**src/rtl/cache_stage.sv**
```systemverilog
// Direct-mapped, write-through/no-allocate cache stage between TLB lookup and writeback.
// Optional macro CACHE_STATS_EN adds saturating hit_count/miss_count outputs.
module cache_stage #(
  parameter int NUM_LINES = 4
) (
  input  logic        clk,
  input  logic        reset,
  input  logic        enable_cache,
  input  logic [15:0] tlblookup_result,
  input  logic [2:0]  destReg_addr_input,
  input  logic        we_input,
  input  logic        is_load,
  input  logic        is_store,
  input  logic [15:0] store_data,
  output logic [15:0] cache_result,
  output logic [2:0]  destReg_addr_output,
  output logic        we_output,
  output logic        stall,
  output logic        mem_req,
  output logic        mem_we,
  output logic [15:0] mem_addr,
  output logic [15:0] mem_wdata,
  input  logic [63:0] mem_rdata,
  input  logic        mem_ack
`ifdef CACHE_STATS_EN
  ,
  output logic [15:0] hit_count,
  output logic [15:0] miss_count
`endif
);

  localparam int IW = $clog2(NUM_LINES);
  localparam int TW = 14 - IW;

  typedef enum logic [1:0] {S_IDLE, S_FILL, S_WRITE} state_t;

  state_t                 r_state;
  logic [NUM_LINES-1:0]   r_valid;
  logic [TW-1:0]          r_tag  [NUM_LINES];
  logic [63:0]            r_line [NUM_LINES];
  logic [15:0]            r_result;
  logic [2:0]             r_dest;
  logic                   r_we;
  logic                   r_mem_req;
  logic                   r_mem_we;
  logic [15:0]            r_mem_addr;
  logic [15:0]            r_mem_wdata;

  logic [IW-1:0]  w_idx;
  logic [TW-1:0]  w_tag;
  logic [1:0]     w_off;
  logic           w_st;
  logic           w_ld;
  logic           w_hit;
  logic [15:0]    w_hit_word;
  logic [15:0]    w_fill_word;
  logic           w_stall;

  assign w_idx       = tlblookup_result[IW+1:2];
  assign w_tag       = tlblookup_result[15:IW+2];
  assign w_off       = tlblookup_result[1:0];
  assign w_st        = is_store;
  assign w_ld        = is_load & ~is_store;
  assign w_hit       = r_valid[w_idx] && (r_tag[w_idx] == w_tag);
  assign w_hit_word  = r_line[w_idx][{w_off, 4'b0000} +: 16];
  assign w_fill_word = mem_rdata[{w_off, 4'b0000} +: 16];

  always_comb begin
    w_stall = 1'b0;
    case (r_state)
      S_IDLE:  w_stall = w_st | (w_ld & ~w_hit);
      S_FILL,
      S_WRITE: w_stall = ~mem_ack;
      default: w_stall = 1'b0;
    endcase
  end

  always_ff @(posedge clk) begin
    if (reset) begin
      r_state     <= S_IDLE;
      r_valid     <= '0;
      r_result    <= '0;
      r_dest      <= '0;
      r_we        <= 1'b0;
      r_mem_req   <= 1'b0;
      r_mem_we    <= 1'b0;
      r_mem_addr  <= '0;
      r_mem_wdata <= '0;
    end else if (enable_cache) begin
      case (r_state)
        S_IDLE: begin
          r_dest <= destReg_addr_input;
          if (w_st) begin
            r_state     <= S_WRITE;
            r_mem_req   <= 1'b1;
            r_mem_we    <= 1'b1;
            r_mem_addr  <= tlblookup_result;
            r_mem_wdata <= store_data;
            r_we        <= 1'b0;
          end else if (w_ld && !w_hit) begin
            r_state    <= S_FILL;
            r_mem_req  <= 1'b1;
            r_mem_we   <= 1'b0;
            r_mem_addr <= {tlblookup_result[15:2], 2'b00};
            r_we       <= 1'b0;
          end else begin
            r_result <= w_ld ? w_hit_word : tlblookup_result;
            r_we     <= we_input;
          end
        end
        S_FILL: begin
          r_dest <= destReg_addr_input;
          if (mem_ack) begin
            r_valid[w_idx] <= 1'b1;
            r_result       <= w_fill_word;
            r_we           <= we_input;
            r_mem_req      <= 1'b0;
            r_state        <= S_IDLE;
          end else begin
            r_we <= 1'b0;
          end
        end
        S_WRITE: begin
          r_dest <= destReg_addr_input;
          r_we   <= 1'b0;
          if (mem_ack) begin
            r_mem_req <= 1'b0;
            r_mem_we  <= 1'b0;
            r_state   <= S_IDLE;
          end
        end
        default: r_state <= S_IDLE;
      endcase
    end
  end

  // Tag and data arrays need no reset: the valid bits gate every use.
  always_ff @(posedge clk) begin
    if (!reset && enable_cache && mem_ack) begin
      if (r_state == S_FILL) begin
        r_tag[w_idx]  <= w_tag;
        r_line[w_idx] <= mem_rdata;
      end else if (r_state == S_WRITE && w_hit) begin
        r_line[w_idx][{w_off, 4'b0000} +: 16] <= store_data;
      end
    end
  end

`ifdef CACHE_STATS_EN
  logic [15:0] r_hit_count;
  logic [15:0] r_miss_count;

  always_ff @(posedge clk) begin
    if (reset) begin
      r_hit_count  <= '0;
      r_miss_count <= '0;
    end else if (enable_cache && r_state == S_IDLE && w_ld) begin
      if (w_hit && r_hit_count != 16'hFFFF)
        r_hit_count <= r_hit_count + 16'd1;
      if (!w_hit && r_miss_count != 16'hFFFF)
        r_miss_count <= r_miss_count + 16'd1;
    end
  end

  assign hit_count  = r_hit_count;
  assign miss_count = r_miss_count;
`endif

  assign stall               = w_stall;
  assign cache_result        = r_result;
  assign destReg_addr_output = r_dest;
  assign we_output           = r_we;
  assign mem_req             = r_mem_req;
  assign mem_we              = r_mem_we;
  assign mem_addr            = r_mem_addr;
  assign mem_wdata           = r_mem_wdata;

endmodule

```
**config.mk**
```make
export PLATFORM = sky130hd
export DESIGN_NAME = cache_stage
export DESIGN_NICKNAME = d
export VERILOG_FILES = /design/src/rtl/cache_stage.sv
export SDC_FILE = /design/constraint.sdc
export NUM_CORES = 1
export LEC_CHECK = 0
export CORE_MARGIN = 4
export CORE_UTILIZATION = 40
export CTS_CLUSTER_DIAMETER = 50
export DETAILED_ROUTE_END_ITERATION = 8
export SYNTH_ARGS = -nofsm -noshare
export SYNTH_HDL_FRONTEND = slang
export SYNTH_SLANG_ARGS = --single-unit
```
**constraint.sdc**
```tcl
create_clock -name clk -period 6.4 [get_ports clk]
set_input_delay 1.6 -clock clk [delete_from_list [all_inputs] [get_ports clk]]
set_output_delay 1.6 -clock clk [all_outputs]
set_load 0.05 [all_outputs]
```
======== After elaboration in Yosys (flattened, before gate mapping) ========
Memory sizes are Yosys's and may differ from the RTL's.
Index checks and enable logic that the tools add are counted.
word-level totals
  bits in latches ......................... 0
  memories kept ........................... 2
  input port bits ......................... 106
  output and inout port bits .............. 55
  register bits after elaboration ......... 60
  word-level logic and storage cells ...... 221
  ROM bits ................................ 0
  memory bits (writable) .................. 304
cells by class
  magnitude comparators ................... 2
  $add $sub $neg .......................... 1
  multipliers ............................. 0
  bitwise operators ....................... 71
  reductions and logical operators ........ 25
  shift operators ......................... 4
  multiplexer cells ....................... 98
  equality and inequality tests ........... 9
  divide/modulo/power cells ............... 0
memories
  name    words  width  rd ports  clocked after Yosys merged registers in  wr ports  line  text
  r_line  4      64     1         0                                        1         40    logic [63:0] r_line [NUM_LINES];
  r_tag   4      12     1         0                                        1         39    logic [TW-1:0] r_tag [NUM_LINES];
operators by type and width
  kind                                                                      count
  64-bit by 7-bit indexed part select with 16-bit output                    2
  16-bit 2-to-1 mux                                                         6
  1-bit 2-to-1 mux                                                          80
  1-bit bitwise OR                                                          65
  64-bit 2-to-1 mux                                                         1
  16-bit by 8-bit variable shift with 64-bit output (first input constant)  1
  16-bit by 8-bit indexed part select with 64-bit output                    1
  16-bit one-hot mux with 2 select lines                                    1
  12-bit == test                                                            1
  3-bit AND reduction                                                       4
  2-bit inequality test (second input constant)                             4
  6-bit negation with 8-bit output                                          1
  4-bit AND reduction                                                       2
  2-bit nonzero test                                                        4
  1-bit logical AND                                                         6
  2-bit 2-to-1 mux                                                          3
  1-bit one-hot mux with 2 select lines                                     3
  5-bit AND reduction                                                       1
  4-bit bitwise OR                                                          1
  2-bit one-hot mux with 2 select lines                                     1
  2-bit AND reduction                                                       2
  2-bit by 3-bit < comparator with 1-bit output (second input constant)     1
  3-bit inequality test (second input constant)                             1
  1-bit inverter                                                            3
  other kinds (13)                                                          15

======== Longest topological paths before layout ========
Gate-level depths: netlist (run 1).
  depth in word-level cells ............... 9
  gate-level depth with buffers ........... 12
  depth with buffers taken out ............ 7

======== Worst setup path before layout (run 1) ========
OpenSTA, ideal clock, no wires.
  path kind ............................... input to output
  start ................................... input tlblookup_result[3]
  end ..................................... output stall
  arrival ................................. 3937 ps
  slack ................................... 863 ps
  path buffers ............................ 3
  stages .................................. 10
  path through ............................ buf_6 -> buf_2 -> buf_2 -> mux4_2 -> xnor2_1 -> nand4_1 -> a21oi_2 -> a21boi_2 -> o21ai_0 -> a21oi_1
between the ends
  word-level cells in the longest chain between the ends .. 7
  elaborated cells on any way between the ends .. 9
RTL lines
  item                                                                                   line  text
  start, declared                                                                        9     input logic [15:0] tlblookup_result,
  memory 4 x 12 bit / 1-bit binary-select mux with 2-bit select (equally long branches)  -
  12-bit == test / 1-bit 2-to-1 mux (equally long branches)                              64    assign w_hit = r_valid[w_idx] && (r_tag[w_idx] == w_tag);
  1-bit logical AND (*)                                                                  64
  1-bit inverter (*)                                                                     71    S_IDLE: w_stall = w_st | (w_ld & ~w_hit);
  1-bit AND (*)                                                                          71
  1-bit bitwise OR (*)                                                                   71
  1-bit one-hot mux with 2 select lines (*)                                              70    case (r_state)
  end, declared                                                                          18    output logic stall,
Mark *: on every way between the ends. The rest lies on a longest branch, timed or not. The select of a mux whose other input is x is not followed.

======== Final worst setup path (run 1) ========
  start ................................... input tlblookup_result[4]
  end ..................................... output stall
between the ends
  word-level cells in the longest chain between the ends .. 6
RTL lines
  item                                   line
  12-bit == test                         64
  1-bit logical AND                      64
  1-bit inverter                         71
  1-bit AND                              71
  1-bit bitwise OR                       71
  1-bit one-hot mux with 2 select lines  70
Every way passes these cells.

==> impl_metrics.tcl, run 1 <==
set metrics [dict create \
    status "complete, no violations" \
    die-area_um2 43100 \
    worstPathRequired_ps 4800 \
    synth_xor_area_frac 0.0105 \
    pwr-share-comb 0.106 \
    worst_slew_pin_slew_ps 948 \
    crit_type "input port to output port" \
    reg2reg_slack_ps 2560 \
    drt-initial-drc-count 1025 \
    n_antenna_cell 0 \
    final_cell_mix "edfxtp_1 (304), nand2_1 (233), clkdlybuf4s50_1 (155), mux4_2 (99), o21ai_0 (69)" \
    final_hold_viol_count 0 \
    slew_violations 0 \
    p_sw_frac 0.248 \
    io_buffers 160 \
    cts_tree "done" \
    slew_headroom 0.359 \
    vdd_drop_max_mv 0.179 \
    final.setup_skew_ps 37.2 \
    cts.hold.buffers_added 0 \
    pwr-share-seq 0.460 \
    yosys_register_bits 364 \
    startpoint "tlblookup_result[4]" \
    antenna_found_initial 0 \
    clkPwrFrac 0.434 \
    rows 72 \
    cts_buffers 44 \
    vias_per_cell 5.58 \
    p_per_area_nw_per_um2 288 \
    setup_tns_ps 0 \
    detail_route.wl_per_cell_um 25.5 \
    crit_fanout 10 \
    yosysTopAreaCell "edfxtp_1" \
    synth_ff_type "edfxtp_1" \
    core_area_um2 39000 \
    intPower_mw 4.27 \
    final_common_cell "edfxtp_1" \
    grt_overflow 0 \
    ctsRootBufferMaster "clkbuf_16" \
    startpoint_type "input port" \
    synth_top_area_share 0.573 \
    vias 10200 \
    rr_endpoint "r_line[2][9]" \
    hold_path_class "flip-flop to flip-flop" \
    synth-edff-count 304 \
    synth_simple_gate_area_share 0.0838 \
    fmax_mhz 169 \
    crit_arrival_ps 4320 \
    cts_resized 0 \
    fin_crit_sh 0.925 \
    drive_gt1_frac 0.175 \
    p_leak_nw 6.69 \
    drtAntennaViolNets 0 \
    grt_max_degree 52 \
    track_usage 0.214 \
    routed_wirelength_mm 46.7 \
    synth-compound-area-share 0.0627 \
    setup-violations-final 0 \
    die_w_um 207 \
    syn_avg_cell_area_um2 14.4 \
    yosys-top-cells-area "edfxtp_1 (57%), mux4_2 (14%), dfxtp_1 (7.5%), nand2_1 (5.5%), o21ai_0 (2.2%)" \
    htree_levels 2 \
    yosysWarnings 0 \
    fin_nets 1392 \
    routabilityCongestion 0.835 \
    synth-adder-area-share 0.00707 \
    initial_core_util 0.408 \
    clk_latency_ps 590 \
    grt_pass1_vias 10400 \
    syn2layout_area_growth_pct 23.7 \
    drc 0 \
    grt_pass1_wl_mm 69.4 \
    endpoint_kind "output port" \
    synth_mux_area_frac 0.162 \
    synth_top_family_by_area "multiplexers" \
    cts_setup_buffers 0 \
    die_y_um 207 \
    place_hpwl_mm 32.3 \
    maxCapViolCount 0 \
    syn-cell-area_um2 15900 \
    synthArstFlopShare 0 \
    ys_types 50 \
    drtPass1Iterations 5 \
    netlist_instances 1105 \
    clkSinkCount 364 \
    synthesis.nets 1220 \
    p_sw_mw 1.40 \
    cp-endpoint "stall" \
    rr_startpoint "r_state[1]" \
    rr_worst_depth 9 \
    clockBufferDepth 3 \
    fin_util 0.505 \
    clk_pin_slew_ps 50 \
    io_pins 161 \
    fill_cells 3313 \
    synth-seq-area-share 0.649 \
    finalCriticalPeriod_ps 5920 \
    rsz0062_at_grt "no" \
]
-- state kept, by name, indices dropped and copies added, names as in the netlist --
register	count
cache_result	16
destReg_addr_output	3
mem_addr	16
mem_req	1
mem_wdata	16
mem_we	1
r_line	256
r_state	2
r_tag	48
r_valid	4
we_output	1
-- per-layer routing --
layer,part of all wire,vias to the layer above,global-route usage
li1,-,4551,-
met1,0.42,5215,0.296
met2,0.49,367,0.349
met3,0.056,76,0.0308
met4,0.034,0,0.0768
met5,0,-,0
-- stage by stage --
step	hold slack, ps	area [um2]	instances	setup WS, ps	total power, mW
floorplan	419	15900	1105	863	3.00
global placement	443	18200	1749	485	3.26
detailed placement	436	18200	1749	471	3.26
CTS	454	19700	1830	472	5.71
global route	470	19700	1830	310	5.85
finish	452	19700	1830	483	5.67
-- worst min-delay path by stage --
stage / from / end / cells after the start
3_5_place_dp: r_valid[0] / r_valid[0] / 1
3_3_place_gp: r_valid[0] / r_valid[0] / 1
2_1_floorplan: r_valid[0] / r_valid[0] / 1
5_1_grt: mem_addr[1] / mem_addr[1] / 2
6_report: mem_addr[1] / mem_addr[1] / 2
4_1_cts: r_valid[0] / r_valid[0] / 1
-- kinds of logic (layout without fill, tap and decap cells) --
kind of cell | count (synthesis) | count (layout)
AND/OR/NAND/NOR | 321 | 321
adder cells (fa/ha/maj) | 9 | 9
multiplexers | 133 | 133
buffers and inverters | 96 | 303
AO/OA/AOI/OAI | 163 | 163
XOR/XNOR | 19 | 19
flip-flops | 364 | 364
-- area by class of cell --
class                           instances  area, um2  area share
Timing Repair Buffer                  201       1950      0.0993
Tap cell                              518        648      0.0329
Inverter                               21       78.8     0.00400
Clock inverter                         22        235      0.0119
Multi-Input combinational cell        645       5230       0.266
Sequential cell                       364      10300       0.525
Clock buffer                           59       1210      0.0616
-- cell usage after synthesis (2+ instances only) --
cell and count:
nand2_1 233, nand4_1 7, o211ai_1 17, clkbuf_1 49, a221oi_1 14, nor2b_1 4, o41ai_1 2, mux2i_1 33
inv_1 19, a21o_1 3, buf_1 5, dfxtp_1 60, buf_2 18, o21ai_0 69, buf_6 3, nand3_1 20
o211a_1 2, nor3_1 6, nand2b_1 7, a21oi_1 39, edfxtp_1 304, o21ai_1 2, nor2_1 29, ha_1 9
or3_1 3, mux4_2 99, and2_1 5, a31oi_1 3, xnor2_1 11, nor3b_1 3, xor2_1 8
-- power by group through the flow --
stage,Sequential (mW),Clock [mW],Combinational [mW]
floorplan,2.73,0,0.267
global placement,2.66,0,0.598
detailed placement,2.66,0,0.602
CTS,2.61,2.50,0.604
global route,2.61,2.60,0.638
finish,2.61,2.46,0.601
-- worst max-delay path, cell delays in order --
cell	delay, ps
clkdlybuf4s50_1	710
xnor2_1	170
a32oi_1	120
or4_4	510
a211oi_4	490
a21boi_2	220
o21ai_0	200
a21oi_1	90
buf_4	200
(Power assumes the default switching activity.)
==> run 2: changes to the inputs <==
Settings changed: CORE_MARGIN 4 to unset.
==> run 2 against run 1 <==
  * Register-to-register slack improved by 470 ps
  * Highest routed layer unchanged
  * Core utilization barely moved
  * Largest cell class unchanged
  * Total power rose by 1.5%
  * Die area fell by 5.7%
==> impl_metrics.tcl, run 2 (synthesis results as in run 1) <==
set metrics [dict create \
    final_cell_mix "edfxtp_1 (304), nand2_1 (233), clkdlybuf4s50_1 (155), mux4_2 (99), o21ai_0 (69)" \
    crit_slowest_cell "clkdlybuf4s50_1" \
    final_common_cell "edfxtp_1" \
    fill_cells 3298 \
    cp_top_family "compound AO/OA/AOI/OAI gates" \
    worstPathRequired_ps 4800 \
    hold_path_class "flip-flop to flip-flop" \
    cts_buffers 44 \
    largest_reg_flops 256 \
    crit_fanout 10 \
    cts_tree "done" \
    grt_pass1_vias 10000 \
    detail_route.wl_per_cell_um 24.5 \
    status "complete, no violations" \
    die_y_um 201 \
    rsz0062_at_grt "no" \
    pre_cts_ws_ps 489 \
    clkSinkCount 364 \
    grt_pass1_wl_mm 65.7 \
    instances_no_fill 1827 \
    die_w_um 201 \
    cp_num_buf_inv 2 \
    cts.hold.buffers_added 0 \
    ctsRootBufferMaster "clkbuf_16" \
    drive_gt1_frac 0.173 \
    cts_resized 0 \
    drtAntennaViolNets 0 \
    dp_cells 1745 \
    cts_setup_buffers 0 \
    final.setup_skew_ps 21.3 \
    vias_per_cell 5.59 \
    io_buffers 160 \
    setup-violations-final 0 \
    setup_tns_ps 0 \
    crit_chain "clkdlybuf4s50_1 -> xnor2_1 -> a32oi_1 -> or4_4 -> a211oi_4 -> a21boi_2 -> o21ai_0 -> a21oi_1 -> buf_4" \
    drc 0 \
    p_total_mw 5.76 \
    p_per_area_nw_per_um2 293 \
    startpoint_type "input port" \
    p_leak_nw 6.69 \
    drt-initial-drc-count 1051 \
    core_area_um2 38900 \
    vias 10200 \
    fin_crit_sh 0.926 \
    largest_register "r_line" \
    vdd_drop_max_mv 0.215 \
    grt_max_degree 64 \
    routabilityCongestion 0.844 \
    finalCriticalPeriod_ps 5930 \
    routed_wirelength_mm 44.7 \
    final_hold_viol_count 0 \
    initial_core_util 0.409 \
    drtPass1Iterations 7 \
    worst_slack_ps 474 \
    track_usage 0.222 \
    htree_levels 2 \
    crit_arrival_ps 4330 \
    crit_type "input port to output port" \
    top_regs "r_line (256), r_tag (48)" \
    critPathMaxStageDelay_ps 720 \
    clk_latency_ps 580 \
    fmax_mhz 169 \
    worst_slew_pin_slew_ps 1100 \
    slew_violations 0 \
    clk_pin_slew_ps 60 \
    seqCellArea_um2 10300 \
    multi_input_area_um2 5230 \
    grt_overflow 0 \
    die-area_um2 40600 \
    fin_nets 1388 \
    endpoint_kind "output port" \
    clockBufferDepth 3 \
    n_antenna_cell 0 \
    slew_headroom 0.262 \
    rows 72 \
    io_pins 161 \
    place_hpwl_mm 31.7 \
    antenna_found_initial 0 \
    maxCapViolCount 0 \
    syn2layout_area_growth_pct 23.5 \
]
run 2: cell count changes in the layout (fill, tap and decap cells not counted), moves of 2 or more:
cell,previous run,this run
buf_12,5,0
bufinv_16,2,4
clkinv_2,2,5
clkinv_4,4,1
run 2: layer usage:
| layer | part of all wire | GRT usage | vias to the layer above |
|---|---|---|---|
| met1 | 0.44 | 0.317 | 5190 |
| met3 | 0.069 | 0.0418 | 76 |
| met4 | 0.035 | 0.0793 | 0 |
| met2 | 0.46 | 0.338 | 388 |
| met5 | 0 | 0 | - |
| li1 | - | - | 4554 |
run 2: through the flow:
| stage | util | hold WS, ps | instance area, um2 |
|---|---|---|---|
| 2_1_floorplan | - | 419 | 15900 |
| 3_3_place_gp | 0.466 | 444 | 18100 |
| 3_5_place_dp | 0.466 | 444 | 18100 |
| 4_1_cts | 0.505 | 454 | 19700 |
| 5_1_grt | 0.505 | 465 | 19700 |
| 6_report | 0.505 | 451 | 19700 |
run 2: final cells by class:
type | count | area share
sequential | 364 | 0.526
multi-input combinational | 645 | 0.266
timing repair buffer | 197 | 0.0947
clock buffer | 57 | 0.0622
tap | 518 | 0.0330
clock inverter | 25 | 0.0146
inverter | 21 | 0.00401
run 2: final timing paths:
kind | slack (ps) | start | endpoint | cells past startpoint
min | 450 | mem_addr[0] | mem_addr[0] | 2
max | 470 | tlblookup_result[4] | stall | 9
max reg2reg | 3030 | r_tag[2][0] | r_line[3][43] | 9
min reg2reg | 450 | mem_addr[0] | mem_addr[0] | 2
run 2: tightest hold or removal path: cells and delay by family, from the launching register on:
family          cells  cell delay, ps
flops               1             310
compound gates      1              50
simple gates        1              50
run 2: power by group:
part / internal [mW] / switching [mW]
registers: 2.59 / 0.0148
clock network: 1.54 / 1.01
logic: 0.231 / 0.371
==> run 3: changes to the inputs <==
Settings changed: TNS_END_PERCENT set to 10.
Clock period 6.4 ns to 6.36 ns, I/O delays scaled along.
==> run 3 against run 2 <==
  * Wire length up 0.47%
  * Non-clock buffer count up 3
  * First-iteration DRC count down 14%
  * Clock power about the same
  * Global-route usage up 0.32 points
  * Sequential share of layout area up 0.087 points
  * Largest cell class unchanged
  * Register-to-register slack worse by 90 ps
  * Die area unchanged
  * Total power about the same
  * Critical endpoint unchanged
==> impl_metrics.tcl, run 3 (synthesis results as in run 1) <==
set metrics [dict create \
    status "complete, no violations" \
    largest_register "r_line" \
    crit_type "input port to output port" \
    rsz0062_at_grt "no" \
    seqCellArea_um2 10300 \
    cts_buffers 43 \
    crit_fanout 10 \
    initial_core_util 0.409 \
    largest_reg_flops 256 \
    ctsRootBufferMaster "clkbuf_16" \
    drtPass1Iterations 5 \
    startpoint "tlblookup_result[4]" \
    clkSinkCount 364 \
    die_y_um 201 \
    io_pins 161 \
    vdd_drop_max_mv 0.188 \
    p_total_mw 5.76 \
    grt_max_degree 51 \
    slew_violations 0 \
    cts_tree "done" \
    endpoint_kind "output port" \
    rr_startpoint "r_state[1]" \
    rows 72 \
    syn2layout_area_growth_pct 23.3 \
    cts_setup_buffers 0 \
    drive_gt1_frac 0.169 \
    drtAntennaViolNets 0 \
    final_hold_viol_count 0 \
    vias_per_cell 5.59 \
    antenna_found_initial 0 \
    top_regs "r_line (256), r_tag (48)" \
    startpoint_type "input port" \
    setup-violations-final 0 \
    htree_levels 2 \
    maxCapViolCount 0 \
    worst_slew_pin_slew_ps 1070 \
    cts_resized 0 \
    hold_path_class "flip-flop to flip-flop" \
    finalCriticalPeriod_ps 5880 \
    track_usage 0.225 \
    multi_input_area_um2 5230 \
    n_antenna_cell 0 \
    final_common_cell "edfxtp_1" \
    grt_pass1_wl_mm 66.8 \
    drt-initial-drc-count 907 \
    die-area_um2 40600 \
    die_w_um 201 \
    worstPathRequired_ps 4770 \
    core_area_um2 38900 \
    vias 10200 \
    drc 0 \
    fill_cells 3309 \
    min_from "mem_addr[0]" \
    clockBufferDepth 3 \
    place_hpwl_mm 31.8 \
    clk_pin_slew_ps 60 \
    cts.hold.buffers_added 0 \
    clk_latency_ps 570 \
    grt_pass1_vias 10200 \
    p_leak_nw 6.67 \
    fin_nets 1390 \
    detail_route.wl_per_cell_um 24.6 \
    routabilityCongestion 0.849 \
    io_buffers 160 \
    crit_arrival_ps 4290 \
    routed_wirelength_mm 44.9 \
    grt_overflow 0 \
    final.setup_skew_ps 28.9 \
    fin_crit_sh 0.924 \
    p_per_area_nw_per_um2 293 \
    final_cell_mix "edfxtp_1 (304), nand2_1 (233), clkdlybuf4s50_1 (155), mux4_2 (99), o21ai_0 (69)" \
    setup_tns_ps 0 \
    slew_headroom 0.288 \
    fmax_mhz 170 \
]
==> run 3: changes by cell type in the layout (fill, tap and decap cells not counted), moves of 2 or more <==
cell,previous run,this run
bufinv_16,4,6
buf_4,40,43
inv_8,2,0
clkbuf_8,3,1
clkinv_2,5,2
==> run 3: path summary, 6_finish.rpt <==
check,endpoint,slack [ps],cells after the start
min reg2reg,mem_addr[0],460,2
min,mem_addr[0],460,2
max reg2reg,r_line[1][42],2940,9
max,stall,480,9
==> run 3: area by class of cell <==
| type | count | area share |
|---|---|---|
| tap | 518 | 0.0330 |
| clock inverter | 19 | 0.0143 |
| clock buffer | 55 | 0.0598 |
| inverter | 21 | 0.00402 |
| multi-input combinational | 645 | 0.266 |
| timing repair buffer | 200 | 0.0960 |
| sequential | 364 | 0.526 |
==> run 3: report_power, final <==
part | switching [mW] | internal [mW] | leakage (nW) | total [mW]
registers | 0.0149 | 2.61 | 3.22 | 2.62
clock network | 0.975 | 1.55 | 0.703 | 2.53
logic | 0.374 | 0.233 | 2.74 | 0.607
==> run 3: worst max-delay path, stage by stage <==
cell,delay (ps)
clkdlybuf4s50_1,710
xnor2_1,180
a32oi_1,120
or4_4,510
a211oi_4,470
a21boi_2,210
o21ai_0,200
a21oi_1,90
buf_4,200
==> run 3: per-layer routing <==
metal  vias up  track usage  wire [um]
met5         -            0          0
met4         0       0.0985       1890
met3        82       0.0509       3480
met2       398        0.340      20500
met1      5165        0.312      19000
li1       4543            -          -
==> run 3: stage by stage <==
stage,setup slack [ps],utilization,instance area (um2),instances,hold slack (ps)
floorplan,843,-,15900,1105,419
global placement,534,0.467,18200,1748,441
detailed placement,485,0.467,18200,1748,445
global route,310,0.504,19600,1822,476
finish,482,0.504,19600,1822,457
CTS,475,0.504,19600,1822,453
